### src/rtl/led_bar_ramp_pkg.sv
// Shared definitions for the LED bar ramp driver.
//   state_t         : ramp FSM state (IDLE, RAMP_UP, RAMP_DN)
//   MODE_BAR/DOT    : i_mode encodings
//   DEF_TICK_DIV    : default clock cycles per ramp step
//   DEF_BLINK_TICKS : default ramp ticks per overrange blink half-period
package led_bar_ramp_pkg;

  typedef enum logic [1:0] {
    IDLE    = 2'd0,
    RAMP_UP = 2'd1,
    RAMP_DN = 2'd2
  } state_t;

  localparam logic MODE_BAR = 1'b0;
  localparam logic MODE_DOT = 1'b1;

  localparam int DEF_TICK_DIV    = 100000;
  localparam int DEF_BLINK_TICKS = 250;

endpackage

### src/rtl/led_bar_pattern.sv
// Combinational level -> LED pattern mapping.
//   level   : displayed level, 0..N_LEDS
//   mode    : MODE_BAR (LEDs 0..level-1 on) or MODE_DOT (only LED level-1 on)
//   pattern : N_LEDS-bit LED pattern
module led_bar_pattern
  import led_bar_ramp_pkg::*;
#(
  parameter int N_LEDS = 4,
  parameter int LVL_W  = $clog2(N_LEDS + 1)
) (
  input  logic [LVL_W-1:0]  level,
  input  logic              mode,
  output logic [N_LEDS-1:0] pattern
);

  logic [N_LEDS-1:0] bar;
  logic [N_LEDS-1:0] dot;

  always_comb begin
    // Complemented shift of all-ones equals ((1<<level)-1) truncated to
    // N_LEDS bits, including level == N_LEDS (shift-out gives all ones).
    bar = ~({N_LEDS{1'b1}} << level);
    dot = '0;
    if (level != '0) dot = N_LEDS'(1) << (level - LVL_W'(1));
    pattern = (mode == MODE_DOT) ? dot : bar;
  end

endmodule

### src/rtl/led_bar_ramp.sv
// LED bar-graph driver that ramps the displayed level toward a target one
// step per prescaled tick, with bar/dot display modes and overrange flag.
//   i_clk, i_reset_n : clock, synchronous active-low reset
//   i_level          : target level (clamped to N_LEDS)
//   i_mode           : 0 = bar, 1 = dot
//   o_led            : registered LED drive
//   o_level          : currently displayed level
//   o_busy           : displayed level still moving toward target
//   o_ovr            : registered target exceeds N_LEDS
// Optional feature macro: LED_BAR_BLINK_EN (blink the bar while overrange).
module led_bar_ramp
  import led_bar_ramp_pkg::*;
#(
  parameter int N_LEDS      = 4,
  parameter int LVL_W       = $clog2(N_LEDS + 1),  // derived; do not override
  parameter int TICK_DIV    = DEF_TICK_DIV,
  parameter int BLINK_TICKS = DEF_BLINK_TICKS
) (
  input  logic              i_clk,
  input  logic              i_reset_n,
  input  logic [LVL_W-1:0]  i_level,
  input  logic              i_mode,
  output logic [N_LEDS-1:0] o_led,
  output logic [LVL_W-1:0]  o_level,
  output logic              o_busy,
  output logic              o_ovr
);

  localparam int CNT_W = (TICK_DIV > 2) ? $clog2(TICK_DIV) : 1;
  localparam logic [LVL_W-1:0] MAX_LVL = LVL_W'(N_LEDS);

  if (N_LEDS < 2 || N_LEDS > 16 || TICK_DIV < 2 || BLINK_TICKS < 1) begin : g_param_err
    $error("led_bar_ramp: illegal parameter value");
  end

  logic [LVL_W-1:0]  r_target;
  logic [LVL_W-1:0]  r_cur;
  logic              r_ovr;
  logic [CNT_W-1:0]  cnt;
  state_t            state;
  logic              tick;
  logic [N_LEDS-1:0] pattern;
  logic [LVL_W-1:0]  level_clamp;
  logic              blank;

  assign tick        = (cnt == CNT_W'(TICK_DIV - 1));
  assign level_clamp = (i_level > MAX_LVL) ? MAX_LVL : i_level;

`ifdef LED_BAR_BLINK_EN
  localparam int BLK_W = (BLINK_TICKS > 1) ? $clog2(BLINK_TICKS) : 1;
  logic [BLK_W-1:0] blink_cnt;
  logic             blink_phase;
  assign blank = r_ovr & blink_phase;
`else
  assign blank = 1'b0;
`endif

  led_bar_pattern #(.N_LEDS(N_LEDS), .LVL_W(LVL_W)) u_pattern (
    .level   (r_cur),
    .mode    (i_mode),
    .pattern (pattern)
  );

  always_ff @(posedge i_clk) begin
    if (!i_reset_n) begin
      r_target <= '0;
      r_cur    <= '0;
      r_ovr    <= 1'b0;
      cnt      <= '0;
      state    <= IDLE;
      o_led    <= '0;
`ifdef LED_BAR_BLINK_EN
      blink_cnt   <= '0;
      blink_phase <= 1'b0;
`endif
    end else begin
      r_target <= level_clamp;
      r_ovr    <= (i_level > MAX_LVL);
      cnt      <= tick ? '0 : cnt + CNT_W'(1);

      if (r_cur < r_target)      state <= RAMP_UP;
      else if (r_cur > r_target) state <= RAMP_DN;
      else                       state <= IDLE;

      // Direction comes from last cycle's compare; the live compare guards
      // against stepping past a target that moved on this same edge.
      if (tick) begin
        case (state)
          RAMP_UP: if (r_cur < r_target && r_cur < MAX_LVL) r_cur <= r_cur + LVL_W'(1);
          RAMP_DN: if (r_cur > r_target && r_cur != '0)     r_cur <= r_cur - LVL_W'(1);
          default: ;
        endcase
      end

`ifdef LED_BAR_BLINK_EN
      if (!r_ovr) begin
        blink_cnt   <= '0;
        blink_phase <= 1'b0;
      end else if (tick) begin
        if (blink_cnt == BLK_W'(BLINK_TICKS - 1)) begin
          blink_cnt   <= '0;
          blink_phase <= ~blink_phase;
        end else begin
          blink_cnt <= blink_cnt + BLK_W'(1);
        end
      end
`endif

      o_led <= blank ? '0 : pattern;
    end
  end

  assign o_level = r_cur;
  assign o_busy  = (state != IDLE);
  assign o_ovr   = r_ovr;

endmodule

### config.mk
export PLATFORM = sky130hd
export DESIGN_NAME = led_bar_ramp
export DESIGN_NICKNAME = d
export VERILOG_FILES = /design/src/rtl/led_bar_ramp_pkg.sv /design/src/rtl/led_bar_pattern.sv /design/src/rtl/led_bar_ramp.sv
export SDC_FILE = /design/constraint.sdc
export NUM_CORES = 1
export LEC_CHECK = 0
export CAP_MARGIN = 20
export CORE_ASPECT_RATIO = 1.75
export CORE_MARGIN = 4
export CORE_UTILIZATION = 55
export DETAILED_ROUTE_END_ITERATION = 8
export GPL_ROUTABILITY_DRIVEN = 1
export PLACE_DENSITY = 0.78
export SETUP_SLACK_MARGIN = 0.1
export SLEW_MARGIN = 5
export SYNTH_ARGS = -nofsm -noshare
export SYNTH_HDL_FRONTEND = slang
export SYNTH_SLANG_ARGS = --single-unit
### constraint.sdc
create_clock -name i_clk -period 2.3 [get_ports i_clk]
set_input_delay 0.69 -clock i_clk [delete_from_list [all_inputs] [get_ports i_clk]]
set_output_delay 0.69 -clock i_clk [all_outputs]
set_load 0.01 [all_outputs]
* Word-level counts from Yosys, hierarchy flattened
Index checks and enable logic that the tools add are counted.
Cells by class: $add $sub $neg 3, order comparisons 4, equal/unequal tests 5, shift operators 2, mux-type cells 8, bitwise logic cells 2, reductions and logical operators 9
Operators with widths (count):
- adder 17 x 1 -> 17 bit, second input constant | 1
- equality test 17 bit, second input constant | 1
- two-way mux 3 bit | 3
- two-way mux 4 bit | 2
- case mux 3 bit (2 select lines) | 1
- OR reduction 2 bit | 3
- != test 2 bit, second input constant | 2
- NOT 4 bit | 1
- AND reduction 4 bit | 1
- nonzero test 2 bit | 2
- left shift 1 x 3 -> 4 bit, first input constant | 1
- left shift 4 x 3 -> 4 bit, first input constant | 1
- adder 3 x 1 -> 3 bit, second input constant | 1
- > comparator 3 bit | 1
- > comparator 3 bit, second input constant | 1
- < comparator 3 bit | 1
- < comparator 3 bit, second input constant | 1
- nonzero test 3 bit | 1
- subtractor 3 x 1 -> 3 bit, second input constant | 1
- equality test 2 x 1 -> 1 bit, second input constant | 1
- equality test 2 bit, second input constant | 1
- logical AND 1 bit | 2
- two-way mux 2 bit | 1
- two-way mux 1 bit | 1
- NOT 1 bit | 1
Storage, ports and cells: bits in registers 30, output and inout port bits 9, word-level logic and storage cells 41

* Longest topological paths before layout
Gate-level depths: netlist of run 1.
depth in word-level cells 4, depth in mapped cells 7, gate-level depth less buffers 7

* By module
From an unflattened synthesis of run 1, not the netlist that was laid out.
Second synthesis, totals: cell total of the unflattened synthesis 148, area total of the unflattened synthesis 1371.3 um^2
Modules (own cells, without submodules):
- led_bar_ramp | times used 1, cells each 140, area each 1320.0 um^2, sequential area each 600.6 um^2
- led_bar_pattern | times used 1, cells each 8, area each 51.3 um^2, sequential area each 0.0 um^2

* Least setup slack after synthesis of run 1
No wires, ideal clock.
kind reg2reg, start point register r_cur[1] (netlist: o_level[1]), end point register r_cur[1] (netlist: o_level[1]), library setup time 0.072 ns, arrival 1.795 ns, data required time 2.228 ns, path slack 0.432 ns, stages on the path, launching flop included 7, buffers on the path 0, clock period less this slack 1.868 ns, cell sequence dfxtp_1 ha_1 and3b_2 o31ai_1 nand3_2 or3_1 a21oi_1
On the way: word-level cells in the longest chain between the ends 4
RTL lines:
- start: declaration | line led_bar_ramp.sv:37 | logic [LVL_W-1:0] r_cur;
- start signal: assignment | line led_bar_ramp.sv:89 | RAMP_UP: if (r_cur < r_target && r_cur < MAX_LVL) r_cur <= r_cur + LVL_W'(1);
- start signal: assignment | line led_bar_ramp.sv:90 | RAMP_DN: if (r_cur > r_target && r_cur != '0) r_cur <= r_cur - LVL_W'(1);
- > comparator 3 bit (tied with other cells) | line led_bar_ramp.sv:90
- logical AND 1 bit, on equally long branches | line led_bar_ramp.sv:90, led_bar_ramp.sv:89
- != test 2 bit (no line)
- AND reduction 4 bit (no line)
Several ways; a longest one is shown, not always the timed one. The select of a mux whose other input is x is not followed. A chain may end at the register's enable or synchronous reset.

* Final worst setup path of run 1
start point register state[0], end point output port o_busy
On the way: word-level cells in the longest chain between the ends 1
RTL lines:
- start: declaration | line led_bar_ramp.sv:40 | state_t state;
- start signal: assignment | line led_bar_ramp.sv:70 | state <= IDLE;
- start signal: assignment | line led_bar_ramp.sv:81 | if (r_cur < r_target) state <= RAMP_UP;
- start signal: assignment | line led_bar_ramp.sv:82 | else if (r_cur > r_target) state <= RAMP_DN;
- nonzero test 2 bit | line led_bar_ramp.sv:114 | assign o_busy = (state != IDLE);
- end: declaration | line led_bar_ramp.sv:25 | output logic o_busy,
No other way between the ends.

==> metrics.cfg, run 1 <==
[route]
route.detailed.wl_per_inst_um = 13.86
first_pass_iters = 4
drcViolationCount = 0
routed_wl_mm = 2.911
antenna_left = 0
drt-initial-drc-count = 29
routed_via_density = 5.614
vias = 1179

[clock_network]
htree_levels = 2
cts_sinks = 30
cts_inserted_buffers = 5
ctsHoldBuffers = 0
clock_path_buffers = 2
postCtsSetupRepairBufs = 0
cts.repair.resized = 0
clk_latency_ns = 0.28
clkTransAtPathRegs_ns = 0.06
clock-root-buffer = clkbuf_8
cts_tree = done

[critical_path]
startpoint_type = register
cp_num_cells = 4
critPathTopFamily = buffers and inverters
cp_slowest_cell = clkdlybuf4s50_1
arrival_ns = 1.45
reg2regPathDepth = 7
path_class = register to output port
slowest_delay_ns = 0.53
crit_path_end_kind = output port
worstPathBufferInverterCount = 3
path_cells = inv_1, ha_1, inv_1, clkdlybuf4s50_1
required_ns = 1.61
crit_path_max_fanout = 2
cp_common_cell = inv_1

[pwr]
pwr-share-comb = 0.063
p_per_area_nw_per_um2 = 577.9
p_switching_w = 0.0002148
internal-power_w = 0.0007670
pwr-share-clk = 0.391
p_sw_frac = 0.2188
power_leakage_nw = 0.6090
ir_drop_v = 0.0004885
pwr-share-seq = 0.546

[sta]
fin_tns_setup_ns = 0
drv_slew = 0
clock_skew_ns = 0.005898
setup_viol = 0
max_freq_mhz = 467.9
period_needed_ns = 2.137
worst_pin_slew_ns = 0.3498
finalHoldViolations = 0
timing.slew.headroom = 0.7646
rsz0062_at_grt = no
finalCritPeriodShare = 0.9293

[final_layout]
synthToLayoutAreaGrowth_pct = 17.27
nets = 203
antennaDiodeCount = 0
instances_no_fill = 210
final_layout_size_suffix_gt1_frac = 0.06522
num-fill-cells = 226

[synthesis]
synth_edf_count = 0
yosysMostFrequentCell = dfxtp_1
synth.distinct_cells = 32
async_flop_share = 0
synth_area_sq_um = 1449
synthCells = 163
synth.area.top_cells = dfxtp_1 41%, ha_1 11%, xnor2_1 6.0%
yosys_warnings = 0
synth_top_area_frac = 0.4145
synth_top_area_cell = dfxtp_1
ys_seq_elements = 30
synth_nets = 182
yosys_most_used_dff = dfxtp_1
synth_area_per_cell_sq_um = 8.889
synth_common_cells = 30 x dfxtp_1, 22 x nor2_1, 13 x ha_1
ys_seq_area_frac = 0.4145

[status]
outcome = complete, no violations

[floorplan]
start_util = 0.5744
core_sq_um = 2522
die_area_sq_um = 3552
rows = 24
die_h_um = 75.90
boundaryPins = 15
fp.dieW_um = 46.80

[global_routing]
grt_max_degree = 17
grt_usage = 0.1923
grt_pass1_wl_mm = 4.857
grt_pass1_vias = 1209
antenna_found_initial = 0
grt-ovfl-total = 0

[placement]
port_buffers = 14
gp_congestion = 0.8351
hpwl_mm = 2.196
place_inst = 203

[hold_path]
hold_path_class = register to register
min_path_cells = 1

[flow_run]
drv_cap = 0

==> cell type report <==
class	count	area, sq um	share of cell area
inverters	13	48.80	0.02872
clock buffers	7	76.32	0.04492
multi-input cells	117	778.2	0.4580
flip-flops and latches	30	600.6	0.3535
well taps	26	32.53	0.01915
repair buffers	17	162.7	0.09573
==> metal layers <==
layer  share of wire  wire [um]  track usage  vias to the layer above
met5               0          0            0                        -
met4           0.023         67       0.1046                        0
met3           0.040        116      0.06619                        7
li1                -          -            -                      596
met2            0.56       1642       0.3601                       17
met1            0.37       1084       0.1669                      559
==> path summary, 6_finish.rpt <==
kind                                 start    endpoint  slack [ns]
worst min register to register      cnt[0]      cnt[0]        0.46
worst max-delay path              state[0]      o_busy        0.16
worst min-delay path                cnt[0]      cnt[0]        0.46
worst max register to register  o_level[0]  o_level[0]        0.27
==> worst reg2reg max path, delay by kind of cell (launching register included) <==
kind                       cells  cell delay (ns)
buffers and inverters          1             0.14
DFF                            1             0.42
adders and majority gates      1             0.21
AOI/OAI and AO/OA              3             0.57
and+or+nand+nor                2             0.61
==> cells in the final DEF (no fill, tap or decap) <==
cell type and count:
dfxtp_1 30, nor2_1 22, clkdlybuf4s50_1 14, ha_1 13
inv_1 12, o21ai_0 10, xnor2_1 10, nand2_1 8
a21oi_1 8, nand3_1 6, or3_1 6, clkbuf_8 5
nand4_1 4, xor2_1 4, nor3_1 4, buf_4 3
or4b_1 2, nand2b_1 2, a211oi_1 2, nor3b_1 2
o21a_1 2, nor4_1 2, clkbuf_1 2, nand4b_1 1
nor4_2 1, clkinv_1 1, and2_1 1, and3b_2 1
a21o_2 1, nor2b_1 1, o31ai_1 1, nand3_2 1
a2111o_1 1, and3_1 1
==> power by group through the flow <==
| stage | logic (W) | clock network, W | registers, W |
|---|---|---|---|
| 2_1_floorplan | 0.0000347 | 0 | 0.000547 |
| 3_3_place_gp | 0.0000598 | 0 | 0.000547 |
| 3_5_place_dp | 0.0000618 | 0 | 0.000548 |
| 4_1_cts | 0.0000624 | 0.000393 | 0.000537 |
| 5_1_grt | 0.0000687 | 0.000421 | 0.000538 |
| 6_report | 0.0000617 | 0.000384 | 0.000537 |
==> through the flow <==
stage	cell area, sq um	hold WS (ns)	setup WS (ns)	power [W]	util
final	1699	0.4630	0.1627	0.0009819	0.6736
after global routing	1699	0.4844	0.1041	0.001027	0.6736
after CTS	1699	0.4707	0.1472	0.0009917	0.6736
after detailed placement	1623	0.4574	0.2851	0.0006096	0.6434
after global placement	1623	0.4412	0.3317	0.0006069	0.6434
after floorplan	1449	0.4302	0.4323	0.0005815	-
==> state kept, by name (all words and copies together) (netlist names) <==
signal    count
cnt          17
o_led         4
o_level       3
r_target      3
state         2
o_ovr         1
==> cell families (layout without fill, tap and decap cells) <==
kind of cell / after synthesis / in the layout / synth area share
AOI/OAI and AO/OA: 25 / 25 / 0.1019
xor gates and xnor gates: 14 / 14 / 0.08462
adders and majority gates: 13 / 13 / 0.1123
buffers and inverters: 16 / 37 / 0.04835
DFF: 30 / 30 / 0.4145
and+or+nand+nor: 65 / 65 / 0.2383
(Power assumes the default switching activity.)
==> inputs of run 2 (changes only) <==
--- a/config.mk
+++ b/config.mk
@@ -13,7 +13,7 @@
 export GPL_ROUTABILITY_DRIVEN = 1
 export PLACE_DENSITY = 0.78
 export SETUP_SLACK_MARGIN = 0.1
-export SLEW_MARGIN = 5
+export SLEW_MARGIN = 20
 export SYNTH_ARGS = -nofsm -noshare
 export SYNTH_HDL_FRONTEND = slang
 export SYNTH_SLANG_ARGS = --single-unit
==> results of run 2 <==
Same layout as run 1: the final DEF is identical, and so are final timing and power.
==> inputs of run 3 (changes only) <==
--- a/config.mk
+++ b/config.mk
@@ -9,6 +9,7 @@
 export CORE_ASPECT_RATIO = 1.75
 export CORE_MARGIN = 4
 export CORE_UTILIZATION = 55
+export CTS_CLUSTER_SIZE = 12
 export DETAILED_ROUTE_END_ITERATION = 8
 export GPL_ROUTABILITY_DRIVEN = 1
 export PLACE_DENSITY = 0.78
==> results of run 3 <==
Same layout as run 1: the final DEF is identical, and so are final timing and power.
